[config.mk]
export PLATFORM = sky130hd
export DESIGN_NAME = matrix_scan
export DESIGN_NICKNAME = d
export VERILOG_FILES = /design/src/rtl/matrix_scan.sv
export SDC_FILE = /design/constraint.sdc
export NUM_CORES = 1
export LEC_CHECK = 0
export ABC_AREA = 1
export BUFFER_PORTS_ARGS = -buffer_cell sky130_fd_sc_hd__buf_2
export CAP_MARGIN = 30
export CORE_ASPECT_RATIO = 0.8
export CORE_MARGIN = 3
export CORE_UTILIZATION = 50
export CTS_CLUSTER_SIZE = 20
export DETAILED_ROUTE_END_ITERATION = 7
export GPL_ROUTABILITY_DRIVEN = 0
export GPL_TIMING_DRIVEN = 0
export PLACE_DENSITY = 0.75
export SYNTH_ARGS = -nofsm -noshare
export SYNTH_HDL_FRONTEND = slang
export SYNTH_SLANG_ARGS = --single-unit
[constraint.sdc]
create_clock -name clk_in -period 3.9 [get_ports clk_in]
set_input_delay 1.17 -clock clk_in [delete_from_list [all_inputs] [get_ports clk_in]]
set_output_delay 1.17 -clock clk_in [all_outputs]
set_load 0.03 [all_outputs]
[src/rtl/matrix_scan.sv]
// HUB75 64x32 1/16-scan driver: fetches RGB565 pixels from the framebuffer and shifts 6-plane BCM data.
// Optional MATRIX_SCAN_TESTPATTERN_EN adds a test_pattern input that replaces RAM data with a column/row ramp.
module matrix_scan #(
   parameter int COLS        = 64,
   parameter int BASE_TICKS  = 8,
   parameter int SYNC_STAGES = 2
) (
   input  logic        clk_in,
   input  logic        reset,
   input  logic [2:0]  rgb_enable,
   input  logic [5:0]  brightness_enable,
`ifdef MATRIX_SCAN_TESTPATTERN_EN
   input  logic        test_pattern,
`endif
   input  logic [7:0]  ram_data_in,
   output logic [11:0] ram_address,
   output logic        ram_clk_enable,
   output logic        panel_r1,
   output logic        panel_g1,
   output logic        panel_b1,
   output logic        panel_r2,
   output logic        panel_g2,
   output logic        panel_b2,
   output logic        panel_clk,
   output logic        panel_latch,
   output logic        panel_oe_n,
   output logic [3:0]  panel_row,
   output logic        frame_start
);

   // IDLE only holds the outputs quiet for the single cycle after reset before START.
   typedef enum logic [2:0] {IDLE, START, FETCH, SHIFT, LATCH, DISPLAY} state_t;

   state_t      state;
   logic [2:0]  fcnt;
   logic [3:0]  row;
   logic [2:0]  plane;
   logic [5:0]  col;
   logic [15:0] tick;
   logic [2:0]  rgb_w;
   logic [5:0]  bri_w;
   logic [7:0]  hi_u, lo_u, hi_l;
   logic [5:0]  pix;
   logic        fetch_ce;

   logic [8:0]  sync_q [SYNC_STAGES];

   // Plain synchronizer chain; no reset so it keeps tracking while reset is held.
   always_ff @(posedge clk_in) begin
      sync_q[0] <= {brightness_enable, rgb_enable};
      for (int i = 1; i < SYNC_STAGES; i++) sync_q[i] <= sync_q[i-1];
   end

`ifdef MATRIX_SCAN_TESTPATTERN_EN
   logic tp_w;
   assign fetch_ce = ~tp_w;
`else
   assign fetch_ce = 1'b1;
`endif

   always_comb begin
      logic [15:0] w_u, w_l;
      logic [5:0]  ru, gu, bu, rl, gl, bl;
      w_u = {hi_u, lo_u};
      w_l = {hi_l, ram_data_in};
      ru = {w_u[15:11], w_u[15]};
      gu = w_u[10:5];
      bu = {w_u[4:0], w_u[4]};
      rl = {w_l[15:11], w_l[15]};
      gl = w_l[10:5];
      bl = {w_l[4:0], w_l[4]};
`ifdef MATRIX_SCAN_TESTPATTERN_EN
      if (tp_w) begin
         ru = col;
         gu = ~col;
         bu = {row, 2'b00};
         rl = ru;
         gl = gu;
         bl = bu;
      end
`endif
      pix = {ru[plane] & rgb_w[0], gu[plane] & rgb_w[1], bu[plane] & rgb_w[2],
             rl[plane] & rgb_w[0], gl[plane] & rgb_w[1], bl[plane] & rgb_w[2]}
            & {6{bri_w[plane]}};
   end

   always_ff @(posedge clk_in or posedge reset) begin
      if (reset) begin
         state          <= IDLE;
         fcnt           <= '0;
         row            <= '0;
         plane          <= '0;
         col            <= '0;
         tick           <= '0;
         rgb_w          <= '0;
         bri_w          <= '0;
         hi_u           <= '0;
         lo_u           <= '0;
         hi_l           <= '0;
         ram_address    <= '0;
         ram_clk_enable <= 1'b0;
         {panel_r1, panel_g1, panel_b1, panel_r2, panel_g2, panel_b2} <= '0;
         panel_clk      <= 1'b0;
         panel_latch    <= 1'b0;
         panel_oe_n     <= 1'b1;
         panel_row      <= '0;
         frame_start    <= 1'b0;
`ifdef MATRIX_SCAN_TESTPATTERN_EN
         tp_w           <= 1'b0;
`endif
      end else begin
         case (state)
            IDLE: begin
               state       <= START;
               frame_start <= 1'b1;
            end
            START: begin
               frame_start    <= 1'b0;
               rgb_w          <= sync_q[SYNC_STAGES-1][2:0];
               bri_w          <= sync_q[SYNC_STAGES-1][8:3];
`ifdef MATRIX_SCAN_TESTPATTERN_EN
               tp_w           <= test_pattern;
               ram_clk_enable <= ~test_pattern;
`else
               ram_clk_enable <= 1'b1;
`endif
               row            <= '0;
               plane          <= '0;
               col            <= '0;
               fcnt           <= '0;
               ram_address    <= {1'b0, 4'd0, 6'd0, 1'b1};
               state          <= FETCH;
            end
            FETCH: begin
               fcnt <= fcnt + 3'd1;
               case (fcnt)
                  3'd0: ram_address <= {1'b0, row, col, 1'b0};
                  3'd1: begin
                     hi_u        <= ram_data_in;
                     ram_address <= {1'b1, row, col, 1'b1};
                  end
                  3'd2: begin
                     lo_u        <= ram_data_in;
                     ram_address <= {1'b1, row, col, 1'b0};
                  end
                  3'd3: begin
                     hi_l           <= ram_data_in;
                     ram_clk_enable <= 1'b0;
                  end
                  default: begin
                     {panel_r1, panel_g1, panel_b1, panel_r2, panel_g2, panel_b2} <= pix;
                     panel_clk <= 1'b1;
                     state     <= SHIFT;
                  end
               endcase
            end
            SHIFT: begin
               panel_clk <= 1'b0;
               if (col == 6'(COLS - 1)) begin
                  panel_latch <= 1'b1;
                  panel_row   <= row;
                  state       <= LATCH;
               end else begin
                  col            <= col + 6'd1;
                  fcnt           <= '0;
                  ram_clk_enable <= fetch_ce;
                  ram_address    <= {1'b0, row, col + 6'd1, 1'b1};
                  state          <= FETCH;
               end
            end
            LATCH: begin
               panel_latch <= 1'b0;
               panel_oe_n  <= 1'b0;
               col         <= '0;
               tick        <= (16'(BASE_TICKS) << plane) - 16'd1;
               state       <= DISPLAY;
            end
            DISPLAY: begin
               if (tick != 16'd0) begin
                  tick <= tick - 16'd1;
               end else begin
                  panel_oe_n <= 1'b1;
                  fcnt       <= '0;
                  if (plane != 3'd5) begin
                     plane          <= plane + 3'd1;
                     ram_clk_enable <= fetch_ce;
                     ram_address    <= {1'b0, row, 6'd0, 1'b1};
                     state          <= FETCH;
                  end else if (row != 4'd15) begin
                     plane          <= '0;
                     row            <= row + 4'd1;
                     ram_clk_enable <= fetch_ce;
                     ram_address    <= {1'b0, row + 4'd1, 6'd0, 1'b1};
                     state          <= FETCH;
                  end else begin
                     plane       <= '0;
                     row         <= '0;
                     frame_start <= 1'b1;
                     state       <= START;
                  end
               end
            end
            default: state <= IDLE;
         endcase
      end
   end

endmodule

# Word-level counts from Yosys, hierarchy flattened
# Memories as Yosys holds them, arrays and structs flattened. A register that Yosys moved wholly into a read port is not among the register bits.
# Cells that the tools add are included.
dict set report word_totals {
  out_inout_bits 27
  reg_bits 86
  inputBits 19
  wordCells 145
  n_memories 1
  ramBits 18
}
# name words width read_ports rd_clocked_by_memory_dff wr line_no
set memory_table {}
lappend memory_table {sync_q 2 9 2 1 2 46} ;# logic [8:0] sync_q [SYNC_STAGES];
dict set report op_classes {
  mux 56
  shifts 1
  add_sub_neg 6
  n_eq_ne 21
  order_cmp 1
  n_reduce_logical 29
  bitwise 8
}
# op count
set op_table {}
lappend op_table {{2-to-1 mux 12 bit} 4}
lappend op_table {{one-hot mux 12 bit (4 select lines)} 1}
lappend op_table {{one-hot mux 12 bit (3 select lines)} 1}
lappend op_table {{one-hot mux 16 bit (2 select lines)} 1}
lappend op_table {{subtractor 16 x 1 -> 16 bit, second input constant} 2}
lappend op_table {{AND reduction 2 bit} 12}
lappend op_table {{binary-select mux 1 bit (select 3 bit)} 7}
lappend op_table {{2-to-1 mux 3 bit} 7}
lappend op_table {{2-to-1 mux 1 bit} 18}
lappend op_table {{one-hot mux 3 bit (6 select lines)} 1}
lappend op_table {{2-to-1 mux 16 bit} 1}
lappend op_table {{!= test 2 bit, second input constant} 8}
lappend op_table {{nonzero test 16 bit} 1}
lappend op_table {{<< shifter 4 x 3 -> 16 bit, first input constant} 1}
lappend op_table {{== test 3 x 2 -> 1 bit, second input constant} 4}
lappend op_table {{2-to-1 mux 4 bit} 3}
lappend op_table {{one-hot mux 3 bit (4 select lines)} 1}
lappend op_table {{one-hot mux 6 bit (2 select lines)} 1}
lappend op_table {{AND reduction 5 bit} 2}
lappend op_table {{nonzero test 2 bit} 5}
lappend op_table {{one-hot mux 4 bit (2 select lines)} 1}
lappend op_table {{adder 3 x 1 -> 3 bit, second input constant} 2}
lappend op_table {{adder 6 x 1 -> 6 bit, second input constant} 1}
lappend op_table {{bitwise AND 1 bit} 6}
lappend op_table {{23 further kinds} 31}

# Depth between registers and ports, before layout
# Gate-level depths: netlist of run 1.
dict set report logic_depth {
  ltp_word 5
  depth_mapped 15
  ltp_nobuf 14
}

# Worst setup path after synthesis of run 1
# No wires, ideal clock.
dict set report synth_timing {
  path_kind {register to register}
  startpoint {register state[2]}
  endpoint {register tick[8]}
  period_less_slack_ns 1.959
  path_buffers 3
  setup_ns 0.121
  path_stages_with_launch 16
  t_required_ns 3.779
  path_slack_ns 1.941
  arrival_time_ns 1.838
  path_cell_list {dfrtp_1 -> buf_2 -> inv_2 -> nor2_4 -> buf_6 -> buf_2 -> nand2_1 -> ha_1 -> nand2_1 -> inv_2 -> nand2_2 -> inv_1 -> nand2_1 -> nand2_1 -> nand3_1 -> o21ai_1}
}
dict set report synth_between {
  elab_chain_cells 3
  word_cells_on_any_way 6
  classes_between {3 x eq/ne; 1 x mux; 2 x reduce/logical}
}
# item line_no
set synth_rtl {}
lappend synth_rtl {{start: declaration} 34} ;# state_t state;
lappend synth_rtl {{start signal: assignment} 89} ;# state <= IDLE;
lappend synth_rtl {{start signal: assignment} 114} ;# state <= START;
lappend synth_rtl {{start signal: assignment} 132} ;# state <= FETCH;
lappend synth_rtl {{== test 3 bit} 112} ;# case (state)
lappend synth_rtl {{!= test 2 bit (no source line) or nonzero test 2 bit (tied branches)} --}
lappend synth_rtl {{AND reduction 2 bit (no source line)} --}
lappend synth_rtl {{end signal: assignment} 175} ;# tick <= (16'(BASE_TICKS) << plane) - 16'd1;
lappend synth_rtl {{end signal: assignment} 180} ;# tick <= tick - 16'd1;
lappend synth_rtl {{end: declaration} 39} ;# logic [15:0] tick;
# Several ways; a longest one is shown, not always the timed one.
# A chain may end at the register's enable or synchronous reset.

# Worst setup path after layout of run 1
# Ends and elaborated chain as after synthesis.

==> results of run 1 <==
metal layers:
metal	global-route usage, %	wire length [um]	vias to the layer above
met5	0	0	-
met3	5.96	900	19
met2	33.0	5670	156
met1	30.9	5650	2139
met4	7.84	190	0
li1	-	-	2216
through the flow:
stage	instance area, um2	setup WS [ps]	hold slack (ps)
after global placement	5700	-803	311
after detailed placement	5730	1610	313
final	6330	1590	324
after global routing	6330	1390	330
after floorplan	5310	255	310
after CTS	6330	1580	325
registers in the layout (all words and copies together) (netlist names), 3 cells and up:
register / flops
bri_w: 6
col: 6
fcnt: 3
hi_l: 8
hi_u: 8
lo_u: 8
panel_row: 4
plane: 3
ram_address: 12
rgb_w: 3
row: 4
state: 3
sync_q: 18
tick: 16
cell families (layout without fill, tap and decap cells):
kind of cell / after synthesis / in the layout / share of synthesized area [%]
and+or+nand+nor: 324 / 324 / 27.1
AOI/OAI and AO/OA: 105 / 105 / 11.0
xor gates and xnor gates: 9 / 9 / 1.49
adders and majority gates: 10 / 10 / 2.36
buffers and inverters: 83 / 161 / 6.41
DFF: 113 / 113 / 51.6
final cells by class:
class	instances	area [um2]
Buffer	14	78.8
Fill cell	841	3640
Tap cell	136	170
Clock inverter	12	133
Timing Repair Buffer	46	253
Sequential cell	113	2740
Multi-Input combinational cell	448	2230
Clock buffer	20	467
Inverter	69	264
critical path: cells and delay by family, from the launching register on:
kind                       cells  cell delay (ps)
DFF                            1              390
and+or+nand+nor                7              590
adders and majority gates      1              230
buffers and inverters          6              900
AOI/OAI and AO/OA              1               60
cell usage in the layout, fill, tap and decap left out, types with 3 or more instances in the layout:
| cell type | n |
|---|---|
| nand3_2 | 3 |
| xor2_1 | 7 |
| o21ai_0 | 43 |
| a31oi_1 | 3 |
| nand2_1 | 209 |
| o22ai_1 | 11 |
| nand2_4 | 4 |
| clkinvlp_4 | 6 |
| o21ai_1 | 23 |
| ha_1 | 10 |
| nor2_2 | 4 |
| nor2_1 | 39 |
| clkbuf_16 | 17 |
| nand4_1 | 4 |
| dfxtp_1 | 18 |
| a21oi_1 | 10 |
| nand3_1 | 40 |
| nor2_4 | 7 |
| inv_1 | 53 |
| clkbuf_8 | 3 |
| buf_2 | 51 |
| inv_2 | 13 |
| clkbuf_1 | 5 |
| nand2_2 | 10 |
| a22oi_1 | 3 |
| o211ai_1 | 4 |
| dfrtp_1 | 94 |
report_power, final:
group | internal, mW | leakage [nW] | switching [mW]
combinational | 0.0225 | 1.67 | 0.0468
sequential | 1.20 | 1.34 | 0.0130
clock | 0.989 | 0.277 | 0.556
total | 2.21 | 3.29 | 0.616
worst max path at each step:
stage                      end  slack, ps
floorplan             bri_w[0]        250
global placement      tick[13]       -800
detailed placement     tick[8]       1610
CTS                 panel_oe_n       1580
global route           tick[8]       1390
finish                 tick[8]       1590
==> impl_metrics.csv, run 1 <==
group,metric,value,unit
power,ir_drop,0.307,mV
sta,skew,7.48,ps
placement,port_buffers,45,
cts,cts_buffer_depth,2,
sta,fin_setup_tns,0,ps
worst_hold_path,hold_path_class,"flop to flop",
synth,synth_area_leaders,"dfrtp_1 (44%), nand2_1 (15%), dfxtp_1 (6.8%), o21ai_0 (4.1%), inv_1 (3.8%)",
cts,post-cts-setup-buffers,0,
critical_path,regToRegEndpoint,"tick[8]",
grt,grt_max_degree,52,
layout,utilization,63.5,%
sta,slew-limit-headroom,60.2,%
floorplan,die-area,0.0119,mm2
sta,period_share,59.2,%
placement,dp_hpwl,8.70,mm
grt,antenna_found_initial,0,
critical_path,r2r_slack,1590,ps
worst_hold_path,hold_end,"sync_q[1][7]",
cts,clkLatencyLatePin,420,ps
critical_path,crit_path_cell_trace,"buf_2 > inv_2 > nor2_4 > buf_6 > buf_2 > nand2_1 > ha_1 > nand2_1 > inv_2 > nand2_2 > inv_1 > nand2_1 > nand2_1 > nand3_1 > o21ai_1",
detailed_routing,drtPass1Iterations,5,
cts,cts_tree,"built",
synth,synthTopCellsByCount,"nand2_1 (209), dfrtp_1 (94), inv_1 (54)",
placement,place_inst,826,
sta,maxSlewViolCount,0,
cts,root_buffer,"clkbuf_16",
sta,period_needed,2310,ps
synth,syn-cell-area,0.00531,mm2
critical_path,cp_slowest_cell,"dfrtp_1",
grt,grt.total_usage,22.0,%
sta,worstMarginPinSlew,595,ps
critical_path,cp-start-kind,"flop",
critical_path,crit-reg2reg-launch,"state[2]",
synth,yosysMostFrequentCell,"nand2_1",
power,p_leak,3.29,nW
cts,cts_made_buffers,17,
detailed_routing,remaining_drc_errors,0,
grt,grt_pass1_wl,20.7,mm
synth,synth_async_sr_flop_share,84.1,%
synth,syn_area_per_cell,8.24,um2
floorplan,core_region_area,0.00997,mm2
flow_run,cap_viol_max_count,0,
layout,finalNonFillerCells,858,
layout,layout-drive-gt1-share,18.7,%
critical_path,crit_start,"state[2]",
power,power_density,447,mW/mm2
floorplan,rows,32,
floorplan,die_x,121,um
synth,synthCells,644,
synth,ys.flop_type,"dfrtp_1",
critical_path,critical_path_required,4200,ps
cts,postCtsHoldBufs,0,
outcome,status,"finished, final reports clean",
synth,yosys.area.top_type,"dfrtp_1",
power,power,2.83,mW
critical_path,cp_slowest_stage_delay,390,ps
synth,ys_seq_area_share,51.6,%
layout,antenna_cells,0,
critical_path,crit_top_cell,"nand2_1",
cts,ctsResizeCount,0,
detailed_routing,vias,4530,
floorplan,start_util,53.2,%
detailed_routing,drtIter0Drc,471,
cts,htreeDepth,4,
detailed_routing,via_per_inst,5.28,
floorplan,chipHeight,98.1,um
grt,overflow,0,
grt,grt_pass1_vias,4333,
detailed_routing,wire_per_inst,14.5,um
synth,synth.yosys.warnings,0,
critical_path,crit_type,"flop to flop",
detailed_routing,routed_wl,12.4,mm
worst_hold_path,worstHoldStart,"sync_q[0][7]",
critical_path,reg2reg_depth,15,
layout,nets,738,
synth,syn_nets,673,
sta,rsz0062_at_grt,"false",
sta,setup_viol,0,
floorplan,io_pins,46,
cts,clk_pin_slew_worst_paths,60,ps
critical_path,worst_setup_path_end_kind,"flop",
worst_hold_path,hold_path_depth,0,
synth,ys_ff_latch,113,
synth,synth_edf_count,0,
layout,area_growth_syn_to_layout,19.3,%
sta,max_freq,433,MHz
synth,synth_top_area_share,44.3,%
cts,clock-sinks,113,
sta,finalHoldViolCount,0,
critical_path,worstPathArrival,2610,ps
synth,yosysUniqueCellTypes,38,
detailed_routing,ant_nets,0,
critical_path,path_max_fanout,10,
Note: power is estimated with default switching activity, not from simulation.
==> run 2, diff against run 1 <==
==> constraint.sdc (replaced) <==
create_clock -name clk_in -period 2.3 [get_ports clk_in]
set_input_delay 0.69 -clock clk_in [delete_from_list [all_inputs] [get_ports clk_in]]
set_output_delay 0.69 -clock clk_in [all_outputs]
set_load 0.03 [all_outputs]
==> run 2 against run 1 <==
Maximum frequency is 7.9% higher. First-iteration DRC count shrank 15%. Global-route usage grew 1.1 points. Register-to-register slack worse by 1400 ps. Critical path depth unchanged. Critical path type unchanged. Largest power group unchanged.
==> impl_metrics.csv, run 2 (synthesis results as in run 1) <==
group,metric,value,unit
grt,grt.total_usage,23.1,%
cts,cts_tree,"built",
layout,multiInputGateArea,0.00224,mm2
flow_run,cap_viol_max_count,0,
sta,rsz0062_at_grt,"false",
power,pwr-share-clk,58.0,%
sta,period_needed,2140,ps
critical_path,crit_path_cell_trace,"buf_4 > inv_2 > nor2_4 > buf_6 > buf_4 > nand2_1 > ha_1 > nand2_1 > inv_2 > nand2_2 > inv_1 > nand2_1 > nand2_1 > nand3_1 > o21ai_1",
critical_path,worst_setup_path_end_kind,"flop",
critical_path,reg2reg_depth,15,
placement,place_inst,827,
detailed_routing,dr_wl_met3,872,um
floorplan,die-area,0.0119,mm2
critical_path,crit-reg2reg-launch,"state[2]",
placement,placed_cell_area,0.00575,mm2
detailed_routing,remaining_drc_errors,0,
critical_path,path_max_fanout,10,
power,pwr-share-seq,39.7,%
worst_hold_path,hold_path_class,"flop to flop",
placement,dp_hpwl,8.98,mm
sta,maxSlewViolCount,0,
floorplan,io_pins,46,
sta,holdWs,322,ps
detailed_routing,routed_wl,13.0,mm
sta,setup_viol,0,
critical_path,cp_slowest_cell,"dfrtp_1",
critical_path,worstPathArrival,2450,ps
sta,worstMarginPinSlew,635,ps
power,p_int,4.14,mW
layout,antenna_cells,0,
sta,skew,5.82,ps
detailed_routing,wl_met1,5.67,mm
detailed_routing,ant_nets,0,
cts,root_buffer,"clkbuf_16",
worst_hold_path,worstHoldStart,"sync_q[0][7]",
critical_path,regToRegEndpoint,"tick[8]",
power,power,5.19,mW
sta,max_freq,467,MHz
layout,layout-drive-gt1-share,19.4,%
grt,grt_max_degree,43,
detailed_routing,highest_layer,"met4",
detailed_routing,vias,4663,
layout,final_common_cell,"nand2_1",
power,power_density,802,mW/mm2
cts,clock-sinks,113,
sta,finalHoldViolCount,0,
cts,clk_pin_slew_worst_paths,50,ps
layout,nets,743,
critical_path,path_buf_inv,6,
critical_path,cp_slowest_stage_delay,380,ps
power,ir_drop,0.539,mV
layout,final_cell_mix,"nand2_1 (209), dfrtp_1 (93), inv_1 (53)",
layout,seqCellArea,0.00274,mm2
critical_path,crit_top_cell,"nand2_1",
floorplan,core_region_area,0.00997,mm2
cts,clkLatencyLatePin,420,ps
layout,fill_cells,820,
grt,overflow,0,
power,switching_share,20.3,%
outcome,status,"finished, final reports clean",
layout,largest_register_ffs,18,
detailed_routing,drtPass1Iterations,5,
worst_hold_path,hold_end,"sync_q[1][7]",
floorplan,rows,32,
critical_path,r2r_slack,160,ps
floorplan,chipHeight,98.1,um
layout,area_growth_syn_to_layout,21.9,%
cts,cts_buffer_depth,2,
grt,grt_pass1_wl,21.6,mm
grt,antenna_found_initial,0,
cts,htreeDepth,4,
power,pwr-share-comb,2.3,%
layout,finalNonFillerCells,863,
detailed_routing,drtIter0Drc,398,
power,p_sw,1.05,mW
critical_path,crit_type,"flop to flop",
sta,fin_setup_tns,0,ps
sta,period_share,93.0,%
power,p_leak,3.35,nW
floorplan,start_util,53.2,%
detailed_routing,wl_met2,6.14,mm
layout,final_cell_area,0.00647,mm2
sta,slew-limit-headroom,57.6,%
critical_path,critical_path_required,2610,ps
floorplan,die_x,121,um
placement,port_buffers,45,
worst_hold_path,hold_path_depth,0,
cts,postCtsHoldBufs,0,
layout,top_regs,"sync_q x18, tick x16, ram_address x12",
cts,cts_made_buffers,17,
detailed_routing,wire_per_inst,15.1,um
layout,regMostFlops,"sync_q",
detailed_routing,via_per_inst,5.40,
grt,grt_pass1_vias,4550,
critical_path,cp-start-kind,"flop",
critical_path,cp_top_family,"buffers and inverters",
run 2: cell types whose count changed in the layout (fill, tap and decap cells not counted), sizes merged:
cell and delta:
buf +5, bufinv +4, clkinvlp -2, inv -2, clkbuf -1, clkinv +1
run 2: power by group through the flow:
stage	combinational [mW]	clock (mW)	sequential [mW]
after global routing	0.140	3.13	2.06
after global placement	0.109	0	2.09
final	0.121	3.01	2.06
after floorplan	0.0637	0	2.09
after detailed placement	0.122	0	2.09
after CTS	0.124	3.02	2.06
run 2: area by class of cell:
type	instances	area share (%)
sequential	113	42.4
multi-input combinational	448	34.6
clock buffer	19	6.85
timing repair buffer	51	4.56
inverter	69	4.10
clock inverter	13	3.62
tap	136	2.63
buffer	14	1.30
run 2: worst register-to-register path, cell delays in order, from the launching register on:
cell     delay [ps]
dfrtp_1         380
buf_4           200
inv_2            60
nor2_4          140
buf_6           180
buf_4           200
nand2_1          70
ha_1            210
nand2_1          80
inv_2            40
nand2_2         120
inv_1           100
nand2_1          70
nand2_1          40
nand3_1          60
o21ai_1          60
run 2: repair_timing:
item | 4_1_cts | 5_1_grt
gates resized for setup | 0 | 7
setup endpoints to repair | 0 | 20
buffers inserted | 0 | 4
run 2: per-stage QoR:
stage | setup slack, ps | util (%)
floorplan | 341 | -
global placement | -133 | 57.2
detailed placement | 30.7 | 57.6
CTS | 15.6 | 64.4
global route | 2.89 | 64.9
finish | 161 | 64.9
run 2: per-layer routing:
metal | GRT usage (%) | up-vias
li1 | - | 2232
met1 | 30.6 | 2244
met2 | 36.1 | 155
met3 | 6.66 | 32
met4 | 8.96 | 0
met5 | 0 | -
run 2: worst max path at each step:
| stage | startpoint | endpoint | slack, ps | cells after the start |
|---|---|---|---|---|
| floorplan | state[2] | tick[8] | 340 | 15 |
| global placement | reset | tick[13] | -130 | 2 |
| detailed placement | state[2] | tick[8] | 30 | 15 |
| CTS | state[2] | tick[8] | 20 | 15 |
| global route | col[0] | ram_address[1] | 3 | 12 |
| finish | state[2] | tick[8] | 160 | 15 |
==> run 3, diff against run 2 <==
--- a/config.mk
+++ b/config.mk
@@ -6,16 +6,16 @@
 export NUM_CORES = 1
 export LEC_CHECK = 0
 export ABC_AREA = 1
-export BUFFER_PORTS_ARGS = -buffer_cell sky130_fd_sc_hd__buf_2
 export CAP_MARGIN = 30
 export CORE_ASPECT_RATIO = 0.8
 export CORE_MARGIN = 3
 export CORE_UTILIZATION = 50
 export CTS_CLUSTER_SIZE = 20
 export DETAILED_ROUTE_END_ITERATION = 7
+export DONT_BUFFER_PORTS = 1
 export GPL_ROUTABILITY_DRIVEN = 0
 export GPL_TIMING_DRIVEN = 0
-export PLACE_DENSITY = 0.75
+export PLACE_DENSITY = 0.77
 export SYNTH_ARGS = -nofsm -noshare
 export SYNTH_HDL_FRONTEND = slang
 export SYNTH_SLANG_ARGS = --single-unit
==> run 3 against run 2 <==
Design area fell by 4.8%. Combinational power fell by 23%. Highest routed layer unchanged. Maximum frequency rose by 0.16%. Via count fell by 4.1%. Sequential power barely moved. Critical path depth fell by 3. Final cell count fell by 5.6%.
==> impl_metrics.csv, run 3 (synthesis results as in run 1) <==
group,metric,value,unit
sta,worstMarginPinSlew,609,ps
detailed_routing,routed_wl,12.9,mm
floorplan,start_util,53.2,%
sta,holdWs,214,ps
power,ir_drop,0.506,mV
detailed_routing,via_per_inst,5.49,
critical_path,path_max_fanout,10,
grt,grt.total_usage,23.3,%
layout,nets,695,
grt,grt_pass1_vias,4477,
sta,skew,8.29,ps
cts,htreeDepth,4,
detailed_routing,vias,4473,
critical_path,regToRegEndpoint,"ram_address[1]",
critical_path,crit_type,"flop to flop",
power,pwr-share-seq,42.4,%
grt,grt_max_degree,38,
power,p_sw,1.02,mW
critical_path,r2r_slack,160,ps
sta,slew-limit-headroom,59.3,%
cts,clock-sinks,113,
floorplan,core_region_area,0.00997,mm2
sta,finalHoldViolCount,0,
critical_path,path_buf_inv,3,
critical_path,cp_slowest_stage_delay,450,ps
grt,grt.busiest_layer,"met2",
cts,cts_made_buffers,17,
power,p_leak,3.13,nW
detailed_routing,drtPass1Iterations,7,
power,power_density,792,mW/mm2
cts,cts_tree,"built",
critical_path,critical_path_required,2600,ps
detailed_routing,ant_nets,0,
detailed_routing,remaining_drc_errors,0,
outcome,status,"finished, final reports clean",
sta,setup_viol,0,
cts,cts_buffer_depth,2,
layout,largest_register_ffs,18,
power,p_int,3.86,mW
layout,top_regs,"sync_q x18, tick x16, ram_address x12",
floorplan,rows,32,
sta,maxSlewViolCount,0,
critical_path,crit_top_cell,"nand2_1",
sta,max_freq,468,MHz
sta,fin_setup_tns,0,ps
layout,final_common_cell,"nand2_1",
grt,overflow,0,
floorplan,chipHeight,98.1,um
critical_path,cp_slowest_cell,"dfrtp_1",
detailed_routing,wire_per_inst,15.8,um
power,switching_share,21.0,%
cts,postCtsHoldBufs,0,
worst_hold_path,hold_path_class,"primary input to asynchronous set/reset pin",
cts,root_buffer,"clkbuf_16",
flow_run,cap_viol_max_count,0,
sta,rsz0062_at_grt,"false",
cts,clk_pin_slew_worst_paths,60,ps
critical_path,cp_top_family,"simple AND/OR/NAND/NOR gates",
sta,period_needed,2140,ps
layout,final_cell_mix,"nand2_1 (209), dfrtp_1 (93), inv_1 (53)",
layout,fill_cells,813,
cts,clkLatencyLatePin,420,ps
critical_path,crit-reg2reg-launch,"col[0]",
critical_path,worst_setup_path_end_kind,"flop",
critical_path,crit_path_cell_trace,"ha_1 > nand3_1 > nor2_1 > nand2_1 > nor2_2 > inv_2 > nand3_2 > nor2_4 > inv_4 > buf_6 > nand2_1 > nand2_1",
power,pwr-share-clk,55.7,%
layout,area_growth_syn_to_layout,16.1,%
grt,antenna_found_initial,0,
critical_path,worst-path-stages,12,
layout,antenna_cells,0,
detailed_routing,drtIter0Drc,391,
layout,layout-drive-gt1-share,13.5,%
floorplan,io_pins,46,
grt,grt_pass1_wl,21.8,mm
critical_path,reg2reg_depth,12,
floorplan,die_x,121,um
placement,port_buffers,0,
grt,grt_use_met1,30.2,%
sta,period_share,92.9,%
critical_path,cp-start-kind,"flop",
grt,grt.met2_usage,36.3,%
grt,grt_use_met3,7.59,%
power,pwr-share-comb,1.9,%
layout,regMostFlops,"sync_q",
placement,dp_hpwl,8.83,mm
critical_path,worstPathArrival,2430,ps
floorplan,die-area,0.0119,mm2
[run 3: per-stage QoR]
stage / util (%) / total power, mW / std cells / setup WS [ps] / instance area, um2
after floorplan: - / 2.16 / 644 / 341 / 5310
after global placement: 55.0 / 2.18 / 780 / 20.0 / 5480
after detailed placement: 55.4 / 2.20 / 782 / 11.9 / 5520
after CTS: 61.6 / 4.90 / 813 / 89.8 / 6140
after global routing: 61.8 / 5.02 / 815 / 31.1 / 6160
final: 61.8 / 4.88 / 815 / 164 / 6160
[run 3: worst max-delay path by stage]
stage | end | from
after floorplan | tick[8] | state[2]
after global placement | panel_latch | reset
after detailed placement | tick[8] | state[2]
after CTS | ram_address[8] | col[0]
after global routing | ram_address[1] | col[0]
final | ram_address[1] | col[0]
[run 3: power by group through the flow]
stage	Sequential (mW)	Clock [mW]	Combinational, mW
after global placement	2.10	0	0.0798
final	2.07	2.72	0.0929
after global routing	2.07	2.84	0.108
after CTS	2.07	2.74	0.0958
after floorplan	2.09	0	0.0637
after detailed placement	2.10	0	0.0934
[run 3: cell type report]
cell class | instances | area [um2] | share of cell area [%]
Tap cell | 136 | 170 | 2.76
Clock inverter | 7 | 63.8 | 1.04
Buffer | 13 | 73.8 | 1.20
Inverter | 69 | 265 | 4.31
Multi-Input combinational cell | 448 | 2230 | 36.2
Timing Repair Buffer | 4 | 55.1 | 0.894
Sequential cell | 113 | 2740 | 44.5
Clock buffer | 25 | 561 | 9.10
[run 3: repair_timing]
action                                  in CTS  in global routing
pin swaps                                    0                  1
gates cloned                                 0                  0
buffers inserted                             0                  2
resized for setup                            0                  2
endpoints found under the setup margin       1                 12
[run 3: per-layer routing]
| layer | routed length [um] | vias up |
|---|---|---|
| met5 | 0 | - |
| met4 | 269 | 0 |
| met3 | 818 | 36 |
| met2 | 6080 | 164 |
| met1 | 5710 | 2157 |
| li1 | - | 2116 |
